--- src/rtl/sdf_r2_stage_ctrl_pkg.sv ---
// ---------------------------------------------------------------------------
// sdf_r2_stage_ctrl_pkg
// Shared definitions for the radix-2 SDF FFT stage controller:
//   - phase encodings reported on the controller's state output
//   - fixed-point constants used to build the Q2.(TW_W-2) twiddle table
// No ports (package).
// ---------------------------------------------------------------------------
package sdf_r2_stage_ctrl_pkg;

  typedef enum logic [1:0] {
    ST_IDLE   = 2'd0,
    ST_FIRST  = 2'd1,
    ST_SECOND = 2'd2,
    ST_FILL   = 2'd3
  } sdf_state_e;

  // Twiddles are Q2.(TW_W-2): two integer bits (sign + one) so +1.0 fits.
  localparam int TW_INT_BITS = 2;

  // Elaboration-time trig is evaluated in Q2.30 before rounding to TW_W.
  localparam int     CALC_FRAC = 30;
  localparam longint PI_CALC   = 64'sd3373259426;  // round(pi * 2^30)

  function automatic int tw_frac_bits(input int tw_w);
    return tw_w - TW_INT_BITS;
  endfunction

endpackage

--- src/rtl/sdf_r2_stage_ctrl_if.sv ---
// ---------------------------------------------------------------------------
// sdf_r2_stage_ctrl_if
// Input sample stream of the SDF stage controller.
//   valid_i              one sample per cycle while high
//   data_in_r/data_in_i  signed sample components, DATA_W bits each
// Modports: master drives the stream (upstream / bench), slave receives it
// (the controller).
// ---------------------------------------------------------------------------
interface sdf_r2_stage_ctrl_if #(
  parameter int DATA_W = 8
) ();

  logic                     valid_i;
  logic signed [DATA_W-1:0] data_in_r;
  logic signed [DATA_W-1:0] data_in_i;

  modport master (output valid_i, output data_in_r, output data_in_i);
  modport slave  (input  valid_i, input  data_in_r, input  data_in_i);

endinterface

--- src/rtl/sdf_twiddle_rom.sv ---
// ---------------------------------------------------------------------------
// sdf_twiddle_rom
// Combinational table of the D = N/2 twiddles W_N^k = cos(2*pi*k/N)
// - j*sin(2*pi*k/N) in Q2.(TW_W-2), rounded to nearest, ties away from zero.
// The table is computed at elaboration with integer Taylor series (angles
// folded into [0, pi/2]); nothing here is evaluated at run time.
//   k     in  log2(N/2)  table index
//   wn_r  out TW_W       real part, signed
//   wn_i  out TW_W       imaginary part, signed
// ---------------------------------------------------------------------------
module sdf_twiddle_rom
  import sdf_r2_stage_ctrl_pkg::*;
#(
  parameter int N    = 32,
  parameter int TW_W = 8,
  parameter int K_W  = $clog2(N / 2)
) (
  input  logic        [K_W-1:0]  k,
  output logic signed [TW_W-1:0] wn_r,
  output logic signed [TW_W-1:0] wn_i
);

  localparam int D = N / 2;
  localparam int Q = N / 4;

  function automatic longint sin_calc(input longint x);
    longint x2, term, acc;
    x2   = (x * x) >>> CALC_FRAC;
    term = x;
    acc  = x;
    for (int n = 1; n <= 9; n++) begin
      term = -(((term * x2) >>> CALC_FRAC) / longint'((2 * n) * (2 * n + 1)));
      acc  = acc + term;
    end
    return acc;
  endfunction

  function automatic longint cos_calc(input longint x);
    longint x2, term, acc;
    x2   = (x * x) >>> CALC_FRAC;
    term = longint'(1) <<< CALC_FRAC;
    acc  = term;
    for (int n = 1; n <= 9; n++) begin
      term = -(((term * x2) >>> CALC_FRAC) / longint'((2 * n - 1) * (2 * n)));
      acc  = acc + term;
    end
    return acc;
  endfunction

  // Q2.30 -> Q2.(TW_W-2), round half away from zero.
  function automatic longint round_tw(input longint v);
    longint mag, r;
    int     sh;
    sh  = CALC_FRAC - tw_frac_bits(TW_W);
    mag = (v < 0) ? -v : v;
    r   = (mag + (longint'(1) <<< (sh - 1))) >>> sh;
    return (v < 0) ? -r : r;
  endfunction

  // Angles past pi/2 fold as cos(pi - a) = -cos(a), sin(pi - a) = sin(a).
  // The quarter point is forced exact so it cannot round off zero / one.
  function automatic logic [TW_W-1:0] tw_re(input int idx);
    int     m;
    longint th, c;
    m  = (idx <= Q) ? idx : (D - idx);
    th = (2 * PI_CALC * m) / N;
    c  = (m == Q) ? 64'sd0 : cos_calc(th);
    if (idx > Q) c = -c;
    return TW_W'(round_tw(c));
  endfunction

  function automatic logic [TW_W-1:0] tw_im(input int idx);
    int     m;
    longint th, s;
    m  = (idx <= Q) ? idx : (D - idx);
    th = (2 * PI_CALC * m) / N;
    s  = (m == Q) ? (longint'(1) <<< CALC_FRAC) : sin_calc(th);
    return TW_W'(-round_tw(s));
  endfunction

  logic signed [TW_W-1:0] tab_r [D];
  logic signed [TW_W-1:0] tab_i [D];

  for (genvar g = 0; g < D; g++) begin : g_tab
    localparam logic [TW_W-1:0] RE = tw_re(g);
    localparam logic [TW_W-1:0] IM = tw_im(g);
    assign tab_r[g] = RE;
    assign tab_i[g] = IM;
  end

  assign wn_r = tab_r[k];
  assign wn_i = tab_i[k];

endmodule

--- src/rtl/sdf_r2_stage_ctrl.sv ---
// ---------------------------------------------------------------------------
// sdf_r2_stage_ctrl
// Control unit of one radix-2 single-path delay-feedback FFT stage (N points,
// delay D = N/2). Sequences FILL -> FIRST -> SECOND, tolerates input gaps
// (stall), drains the last frame on its own, and flags frame boundaries.
//   clk, rst_n             clock, asynchronous active-low reset
//   in_if (slave)          valid_i, data_in_r, data_in_i input stream
//   valid_o                butterfly output valid (FIRST/SECOND steps)
//   shift_en_o             delay-line advance
//   state                  phase of the sample on data_out (IDLE/FIRST/SECOND/FILL)
//   data_out_r/_i          registered input sample (butterfly port A)
//   WN_r/WN_i              twiddle of the current SECOND step, else 0
//   sop_o / eop_o          first FIRST / last SECOND output of a frame
//   err_o                  sticky: a sample arrived while draining
// All outputs are registered and describe the step taken on the previous edge.
// ---------------------------------------------------------------------------
module sdf_r2_stage_ctrl
  import sdf_r2_stage_ctrl_pkg::*;
#(
  parameter int N      = 32,
  parameter int DATA_W = 8,
  parameter int TW_W   = 8
) (
  input  logic                     clk,
  input  logic                     rst_n,
  sdf_r2_stage_ctrl_if.slave       in_if,
  output logic                     valid_o,
  output logic                     shift_en_o,
  output logic [1:0]               state,
  output logic signed [DATA_W-1:0] data_out_r,
  output logic signed [DATA_W-1:0] data_out_i,
  output logic signed [TW_W-1:0]   WN_r,
  output logic signed [TW_W-1:0]   WN_i,
  output logic                     sop_o,
  output logic                     eop_o,
  output logic                     err_o
);

  localparam int D   = N / 2;
  localparam int K_W = $clog2(D);

  sdf_state_e             st;
  logic [K_W-1:0]         k;
  logic                   drain;

  logic                   adv;
  logic                   sec;
  logic                   k_last;
  logic                   drain_start;
  sdf_state_e             step_state;
  logic signed [TW_W-1:0] rom_r;
  logic signed [TW_W-1:0] rom_i;

  sdf_twiddle_rom #(
    .N    (N),
    .TW_W (TW_W)
  ) u_rom (
    .k    (k),
    .wn_r (rom_r),
    .wn_i (rom_i)
  );

  // The first SECOND step always advances: with a sample it starts streaming
  // into the next frame, without one it starts the drain.
  always_comb begin
    sec         = (st == ST_SECOND);
    k_last      = (k == K_W'(D - 1));
    drain_start = sec & ~drain & (k == '0) & ~in_if.valid_i;
    adv         = in_if.valid_i | (sec & (drain | (k == '0)));
    step_state  = st;
    if (st == ST_IDLE && in_if.valid_i) step_state = ST_FILL;
  end

  // Stage p0 -> outputs: FSM step and registered per-sample outputs
  always_ff @(posedge clk or negedge rst_n) begin
    if (!rst_n) begin
      st         <= ST_IDLE;
      k          <= '0;
      drain      <= 1'b0;
      valid_o    <= 1'b0;
      shift_en_o <= 1'b0;
      state      <= ST_IDLE;
      data_out_r <= '0;
      data_out_i <= '0;
      WN_r       <= '0;
      WN_i       <= '0;
      sop_o      <= 1'b0;
      eop_o      <= 1'b0;
      err_o      <= 1'b0;
    end else begin
      data_out_r <= in_if.data_in_r;
      data_out_i <= in_if.data_in_i;
      state      <= step_state;
      shift_en_o <= adv;
      valid_o    <= adv & ((st == ST_FIRST) | sec);
      sop_o      <= adv & (st == ST_FIRST) & (k == '0);
      eop_o      <= adv & sec & k_last;
      err_o      <= err_o | (sec & drain & in_if.valid_i);

      // A SECOND stall keeps the last twiddle; outside SECOND the twiddle is 0.
      if (adv) begin
        WN_r <= sec ? rom_r : '0;
        WN_i <= sec ? rom_i : '0;
      end else if (!sec) begin
        WN_r <= '0;
        WN_i <= '0;
      end

      unique case (st)
        ST_IDLE: begin
          if (in_if.valid_i) begin
            st <= ST_FILL;
            k  <= K_W'(1);
          end
        end
        ST_FILL: begin
          if (adv) begin
            k <= k + K_W'(1);
            if (k_last) st <= ST_FIRST;
          end
        end
        ST_FIRST: begin
          if (adv) begin
            k <= k + K_W'(1);
            if (k_last) begin
              st    <= ST_SECOND;
              drain <= 1'b0;
            end
          end
        end
        ST_SECOND: begin
          if (adv) begin
            k <= k + K_W'(1);
            if (drain_start) drain <= 1'b1;
            if (k_last) begin
              st    <= drain ? ST_IDLE : ST_FIRST;
              drain <= 1'b0;
            end
          end
        end
        default: st <= ST_IDLE;
      endcase
    end
  end

endmodule
--- src/flat_wrapper.sv ---
// flat-port wrapper written by rule: the top's interface ports become plain ports
module sdf_r2_stage_ctrl_flat import sdf_r2_stage_ctrl_pkg::*;
#(
  parameter int N      = 32,
  parameter int DATA_W = 8,
  parameter int TW_W   = 8
)
  (clk, rst_n, valid_o, shift_en_o, state, data_out_r, data_out_i, WN_r, WN_i, sop_o, eop_o, err_o, in_if_valid_i, in_if_data_in_r, in_if_data_in_i);
  sdf_r2_stage_ctrl_if #(.DATA_W(DATA_W)) in_if_i ();
  input  logic clk;
  input  logic rst_n;
  output logic valid_o;
  output logic shift_en_o;
  output logic [1:0] state;
  output logic signed [DATA_W-1:0] data_out_r;
  output logic signed [DATA_W-1:0] data_out_i;
  output logic signed [TW_W-1:0] WN_r;
  output logic signed [TW_W-1:0] WN_i;
  output logic sop_o;
  output logic eop_o;
  output logic err_o;
  input wire logic [$bits(in_if_i.valid_i)-1:0] in_if_valid_i;
  input wire logic [$bits(in_if_i.data_in_r)-1:0] in_if_data_in_r;
  input wire logic [$bits(in_if_i.data_in_i)-1:0] in_if_data_in_i;
  assign in_if_i.valid_i = in_if_valid_i;
  assign in_if_i.data_in_r = in_if_data_in_r;
  assign in_if_i.data_in_i = in_if_data_in_i;
  sdf_r2_stage_ctrl #(.N(N), .DATA_W(DATA_W), .TW_W(TW_W)) u_core (.clk(clk), .rst_n(rst_n), .in_if(in_if_i), .valid_o(valid_o), .shift_en_o(shift_en_o), .state(state), .data_out_r(data_out_r), .data_out_i(data_out_i), .WN_r(WN_r), .WN_i(WN_i), .sop_o(sop_o), .eop_o(eop_o), .err_o(err_o));
endmodule
--- config.mk ---
export PLATFORM = sky130hd
export DESIGN_NAME = sdf_r2_stage_ctrl_flat
export DESIGN_NICKNAME = d
export VERILOG_FILES = /design/src/rtl/sdf_r2_stage_ctrl_pkg.sv /design/src/rtl/sdf_r2_stage_ctrl_if.sv /design/src/rtl/sdf_twiddle_rom.sv /design/src/rtl/sdf_r2_stage_ctrl.sv /design/src/flat_wrapper.sv
export SDC_FILE = /design/constraint.sdc
export NUM_CORES = 1
export LEC_CHECK = 0
export BUFFER_PORTS_ARGS = -buffer_cell sky130_fd_sc_hd__clkbuf_2
export CAP_MARGIN = 20
export CORE_ASPECT_RATIO = 0.6
export CORE_MARGIN = 2
export CORE_UTILIZATION = 50
export CTS_CLUSTER_DIAMETER = 200
export DETAILED_ROUTE_END_ITERATION = 8
export PLACE_DENSITY = 0.76
export SLEW_MARGIN = 20
export SYNTH_ARGS = -nofsm -noshare
export SYNTH_HDL_FRONTEND = slang
export SYNTH_SLANG_ARGS = --single-unit
export TNS_END_PERCENT = 50
--- constraint.sdc ---
create_clock -name clk -period 5.7 [get_ports clk]
set_clock_uncertainty 0.2 [all_clocks]
set_input_delay 1.425 -clock clk [delete_from_list [all_inputs] [get_ports clk]]
set_output_delay 1.425 -clock clk [all_outputs]
set_load 0.005 [all_outputs]
==> metrics, run 1 <==
final RePlAce weighted congestion 0.803; Hold Crit Class flop to flop; clk buf depth 2; # fillers 337; CP arrival 2.88 ns; initial cell density of the core 51.2%; # Post-CTS Setup Buffers 0; reg2reg end u_core.WN_i[0]; Switch Pwr 457 uW; hpwl dp 2.75 mm; first-pass GRT wire length 5.78 mm; post-cts resize count 0; Critical R2R Launch u_core.k[1]; maxcap violations 0; pin count of the biggest net entering global routing 46; Clock Tree Root clkbuf_8; endpoints failing hold 0; DR iter-0 viols 66; slew margin rel. 37.1%; Routed Wire Length 3.80 mm; Site Rows 18; Sw Share 38.1%; DRT Pass-1 Iters 4; RSZ-0062 raised after global routing no; VDD IR max 0.164 mV; Avg Inst Size Synth 11.8 um^2; Mapped Cells 175; register share of total power 40.3%; Synth Register Bits 45; Synth area leader dfrtp_1; vias after detailed routing 1455; register clock-pin slew on the reported worst setup and hold paths 0.09 ns; met2 WL 1.45 mm; CP peak stage delay 0.69 ns; met1 WL 1.95 mm; Clock Power Share 19.6%; register area share after synthesis 54.6%; pre-CTS setup slack 2.53 ns; worst-margin pin slew 0.944 ns; Die Area 4670 um^2; Core Footprint 4030 um^2; GRT Total Usage 16.6%; Worst Setup Path Type input port to flop; largest fanout on the critical path 13; GRT overflow 0; Slew Limit Fails 0; Yosys warnings 0; main area contributors after synthesis dfrtp_1, ha_1, o21ai_0; Setup crit end kind flop; ys flop type dfrtp_1; Mapped Area 2060 um^2; Die H 53.8 um; Crit path top cell by count nor2_1; Final period util 50.0%; DR vias/cell 5.25; crit-path cells clkbuf_2 > nor2_1 > nand2_1 > nor2_1 > a22o_1; most frequent cell after synthesis dfrtp_1; Synth async-reset ratio 100%; Antenna Cells 0; clk sinks 45; Nets 257; hold_sp u_core.err_o; hold_buf cts 0; Clock Latency Late Sink 0.29 ns; initial antenna violation count 0; number of global-route vias before repair 1169; R2R depth 6; Logic pwr share 40.1%; cts bufs inserted 5; met3 wire len 348 um; Leakage Power 1.21 nW; worst hold path endpoint u_core.err_o; Horiz. Die Dim 86.9 um; Power Dens Cells 495 nW/um^2; Setup TNS Final 0 ns; status complete, no violations; list of most frequent post-synthesis cells dfrtp_1, nor2_1, ha_1, nand2_1, o21ai_0; Highest Clock Rate 351 MHz; Critical Path Start Type input port; Final Instance Area 2420 um^2; CP max stage cell nor2_1; top-area cell type share of the netlist area 54.6%; htree depth 2; syn_nets 206; # IOs 58; final worst slack 2.85 ns; Post-synth EDFFs 0; layout cells sized above 1 31.7%; P&R area growth vs syn 17.5%; Pint 743 uW; final antenna-violating net count 0; Tmin final 2.85 ns; residual DRC count 0; worst path required time 5.73 ns; # setup viols final 0; unique cell type count in the Yosys netlist 47; port bufs 57; placed inst area 2310 um^2; DR WL/cell 13.7 um; CTS tree built; top layer in use met4; hold-critical path depth 1; R2R setup slack 3.10 ns
[routing by layer]
metal  global-route usage, %  vias up
li1                        -      727
met1                    25.4      662
met2                    21.5       61
met3                    5.67        5
met4                    5.47        0
met5                       0        -
[cell families after synthesis]
| logic type | share of synthesized area [%] |
|---|---|
| adders and majority gates | 7.28 |
| xor gates and xnor gates | 0.425 |
| buffers and inverters | 6.00 |
| muxes | 3.03 |
| AOI/OAI and AO/OA | 19.2 |
| DFF | 54.6 |
| and+or+nand+nor | 9.52 |
[stage by stage]
| stage | util (%) | power (mW) | hold WS, ns | std cells |
|---|---|---|---|---|
| 6_report | 60.1 | 1.20 | 0.273 | 277 |
| 2_1_floorplan | - | 0.854 | 0.266 | 175 |
| 5_1_grt | 60.1 | 1.30 | 0.297 | 277 |
| 4_1_cts | 60.1 | 1.21 | 0.276 | 277 |
| 3_5_place_dp | 57.4 | 0.973 | 0.255 | 269 |
| 3_3_place_gp | 57.4 | 0.972 | 0.256 | 269 |
[cells in the final DEF, fill, tap and decap left out, drive strengths merged, types with 2 or more instances in the layout]
cell type  synthesis  layout
a31o               2       2
clkbuf             4      62
o31ai              2       2
dfrtp             45      45
a22o               4       4
nand2             11      11
ha                12      12
a32o               5       5
a21o               2       2
o21ai             12      12
a21oi              9       9
nor3b              2       2
nor2              13      13
nand3              2       2
inv                7       7
nand2b             2       2
and3               3       3
o2bb2ai            6       6
mux2i              4       4
[flip-flops by register name, summed over array words and instances (netlist names)]
name	cells
u_core.k	4
u_core.valid_o	1
u_core.err_o	1
u_core.drain	1
u_core.eop_o	1
u_core.shift_en_o	1
u_core.st	2
u_core.data_out_i	8
u_core.state	2
u_core.WN_r	8
u_core.sop_o	1
u_core.data_out_r	8
u_core.WN_i	7
[power by group through the flow]
| stage | clock, mW | sequential, mW | combinational (mW) |
|---|---|---|---|
| 2_1_floorplan | 0 | 0.447 | 0.407 |
| 3_3_place_gp | 0 | 0.491 | 0.481 |
| 3_5_place_dp | 0 | 0.490 | 0.483 |
| 4_1_cts | 0.242 | 0.484 | 0.484 |
| 5_1_grt | 0.258 | 0.500 | 0.540 |
| 6_report | 0.235 | 0.484 | 0.481 |
[layout make-up]
cell class / instances / area [um^2] / area share, %
Inverter: 7 / 26.3 / 1.08
Sequential cell: 45 / 1130 / 46.4
Clock inverter: 2 / 38.8 / 1.60
Timing Repair Buffer: 57 / 285 / 11.8
Tap cell: 50 / 62.6 / 2.58
Multi-Input combinational cell: 110 / 813 / 33.5
Clock buffer: 6 / 72.6 / 2.99
[how the worst max path moves through the flow]
| stage | from | endpoint | slack (ns) | cells past startpoint |
|---|---|---|---|---|
| 2_1_floorplan | in_if_valid_i | u_core.st[0] | 3.05 | 6 |
| 3_3_place_gp | in_if_valid_i | u_core.WN_i[3] | 2.58 | 5 |
| 3_5_place_dp | in_if_valid_i | u_core.WN_r[0] | 2.53 | 5 |
| 4_1_cts | in_if_valid_i | u_core.WN_i[3] | 2.83 | 5 |
| 5_1_grt | in_if_valid_i | u_core.WN_i[3] | 2.64 | 5 |
| 6_report | in_if_valid_i | u_core.WN_i[3] | 2.85 | 5 |
[worst max-delay path, delay by kind of cell]
kind	cells	cell delay [ns]
AO/OA/AOI/OAI	1	0.25
buffers and inverters	1	0.15
AND/OR/NAND/NOR	3	1.06
No activity file was read; power rests on OpenSTA's default activity.
==> inputs of run 2 (changes only) <==
--- a/config.mk
+++ b/config.mk
@@ -5,14 +5,15 @@
 export SDC_FILE = /design/constraint.sdc
 export NUM_CORES = 1
 export LEC_CHECK = 0
+export ABC_AREA = 1
 export BUFFER_PORTS_ARGS = -buffer_cell sky130_fd_sc_hd__clkbuf_2
 export CAP_MARGIN = 20
 export CORE_ASPECT_RATIO = 0.6
 export CORE_MARGIN = 2
-export CORE_UTILIZATION = 50
+export CORE_UTILIZATION = 46
 export CTS_CLUSTER_DIAMETER = 200
 export DETAILED_ROUTE_END_ITERATION = 8
-export PLACE_DENSITY = 0.76
+export PLACE_DENSITY = 0.74
 export SLEW_MARGIN = 20
 export SYNTH_ARGS = -nofsm -noshare
 export SYNTH_HDL_FRONTEND = slang
==> constraint.sdc (replaced) <==
create_clock -name clk -period 2.6 [get_ports clk]
set_clock_uncertainty 0.2 [all_clocks]
set_input_delay 0.65 -clock clk [delete_from_list [all_inputs] [get_ports clk]]
set_output_delay 0.65 -clock clk [all_outputs]
set_load 0.005 [all_outputs]
==> run 2 against run 1 <==
Combinational power grew to 2.6 times the previous value; total power is 130% higher; global-route usage rose by 1.5 points; die area increased by 6.5%; non-clock buffer count up 1; cell area grew 1.8%; synthesized cell count is 21% higher.
==> metrics, run 2 <==
status complete, no violations; Setup TNS Final 0 ns; hpwl dp 3.29 mm; vias after detailed routing 1633; Nets 304; pin count of the biggest net entering global routing 24; worst-margin pin slew 0.622 ns; Die Area 4980 um^2; residual DRC count 0; DR WL/cell 12.9 um; Critical Path Start Type flop; P&R area growth vs syn 21.6%; register area share after synthesis 55.5%; DR iter-0 viols 113; clk buf depth 2; most frequent cell after synthesis nand2_1; unique cell type count in the Yosys netlist 27; Synth async-reset ratio 100%; Die H 55.5 um; buffers plus inverters on the worst setup path 2; Post-synth EDFFs 0; list of most frequent post-synthesis cells nand2_1, dfrtp_1, o21ai_0, inv_1, nor2_1; Antenna Cells 0; main area contributors after synthesis dfrtp_1, nand2_1, ha_1; post-cts resize count 0; Avg Inst Size Synth 9.57 um^2; biggest regs u_core.WN_r: 8 flops, u_core.data_out_i: 8 flops, u_core.data_out_r: 8 flops; worst path required time 2.60 ns; reg2reg end u_core.st[1]; Crit path top cell by count nand2_1; crit-path cells inv_1 > ha_1 > nand2_2 > nand2_2 > nand2_4 > nand3_1 > nand3_2 > inv_2 > nand2_1 > nand2_1 > nand2_1; Synth area leader dfrtp_1; RSZ-0062 raised after global routing no; cts bufs inserted 5; port bufs 57; htree depth 2; # IOs 58; Site Rows 18; top-area cell type share of the netlist area 55.5%; Setup crit end kind flop; R2R depth 11; Mapped Cells 212; Hold Crit Class input port to async pin; Routed Wire Length 4.30 mm; first-pass GRT wire length 7.07 mm; clk sinks 45; CP peak stage delay 0.49 ns; syn_nets 243; Clock Tree Root clkbuf_8; final worst slack 0.590 ns; slew margin rel. 58.5%; Yosys warnings 0; CTS tree built; commonest non-fill, non-tap cell in the layout clkbuf_2; most frequent cells in the layout clkbuf_2, nand2_1, dfrtp_1; maxcap violations 0; Tmin final 2.01 ns; DRT Pass-1 Iters 5; DP Cell Count 326; # Post-CTS Setup Buffers 0; number of global-route vias before repair 1419; Worst path top cell family by delay simple AND/OR/NAND/NOR gates; endpoints failing hold 0; Slew Limit Fails 0; Highest Clock Rate 497 MHz; hold_ws 0.147 ns; largest fanout on the critical path 8; Leakage Power 1.32 nW; final RePlAce weighted congestion 0.886; GRT Total Usage 18.1%; VDD IR max 0.503 mV; Final period util 77.3%; Synth Register Bits 45; Worst Setup Path Type flop to flop; Mapped Area 2030 um^2; layout cells sized above 1 31.0%; Core Footprint 4170 um^2; initial cell density of the core 48.7%; CP max stage cell dfrtp_1; R2R setup slack 0.59 ns; final antenna-violating net count 0; fin cells 334; Clock Latency Late Sink 0.30 ns; Horiz. Die Dim 89.8 um; GRT overflow 0; register clock-pin slew on the reported worst setup and hold paths 0.09 ns; Final Instance Area 2470 um^2; Power Dens Cells 1100 nW/um^2; # setup viols final 0; DR vias/cell 4.89; placed inst area 2380 um^2; CP arrival 2.01 ns; initial antenna violation count 0; ys flop type dfrtp_1; Critical R2R Launch u_core.k[0]; hold_buf cts 0; pre-CTS setup slack 0.623 ns
-- run 2: changes by cell type in the layout (fill, tap and decap cells not counted), moves of 4 or more --
cell,previous run,this run
nand2_2,0,6
mux2i_1,4,0
nand3_1,2,7
o2bb2ai_1,6,0
o21ai_0,11,19
inv_2,0,5
a21oi_1,8,4
o21ai_1,1,7
a32o_1,5,0
inv_1,7,17
nand2_1,11,53
a22o_1,4,0
-- run 2: stage by stage --
step | total power, mW | util [%]
6_report | 2.71 | 59.2
5_1_grt | 2.97 | 59.2
4_1_cts | 2.72 | 59.2
3_5_place_dp | 2.28 | 57.1
3_3_place_gp | 2.27 | 57.1
2_1_floorplan | 1.89 | -
-- run 2: worst max path at each step --
stage | start | to | slack [ns] | depth (start not counted)
2_1_floorplan | u_core.k[0] | u_core.st[0] | 0.88 | 11
3_3_place_gp | u_core.k[0] | u_core.st[1] | 0.60 | 11
3_5_place_dp | u_core.k[0] | u_core.st[1] | 0.62 | 11
4_1_cts | u_core.k[0] | u_core.st[1] | 0.59 | 11
5_1_grt | u_core.k[0] | u_core.WN_r[3] | 0.38 | 8
6_report | u_core.k[0] | u_core.st[1] | 0.59 | 11
-- run 2: routing by layer --
metal  track usage [%]  routed length, um
met2              22.9               1610
met3              5.59                352
met1              29.2               2290
met5                 0                  0
met4              4.62                 39
-- run 2: area by class of cell --
type / count / area [um^2]
Timing Repair Buffer: 58 / 305
Fill cell: 367 / 1700
Sequential cell: 45 / 1130
Clock inverter: 3 / 21.3
Clock buffer: 5 / 68.8
Tap cell: 60 / 75.1
Inverter: 22 / 82.6
Multi-Input combinational cell: 141 / 790
-- run 2: cells by family after synthesis --
logic type / after synthesis / share of synthesized area [%]
compound gates: 38 / 11.0
xor+xnor: 1 / 0.432
fa+ha+maj: 12 / 7.40
buf+inv: 26 / 5.61
flops: 45 / 55.5
simple gates: 90 / 20.1
-- run 2: power by group --
part / internal, mW / total (mW) / leakage [nW] / switching [mW]
Combinational: 0.460 / 1.23 / 0.713 / 0.772
Sequential: 0.879 / 1.04 / 0.566 / 0.162
Clock: 0.191 / 0.437 / 0.0445 / 0.246
Total: 1.53 / 2.71 / 1.32 / 1.18
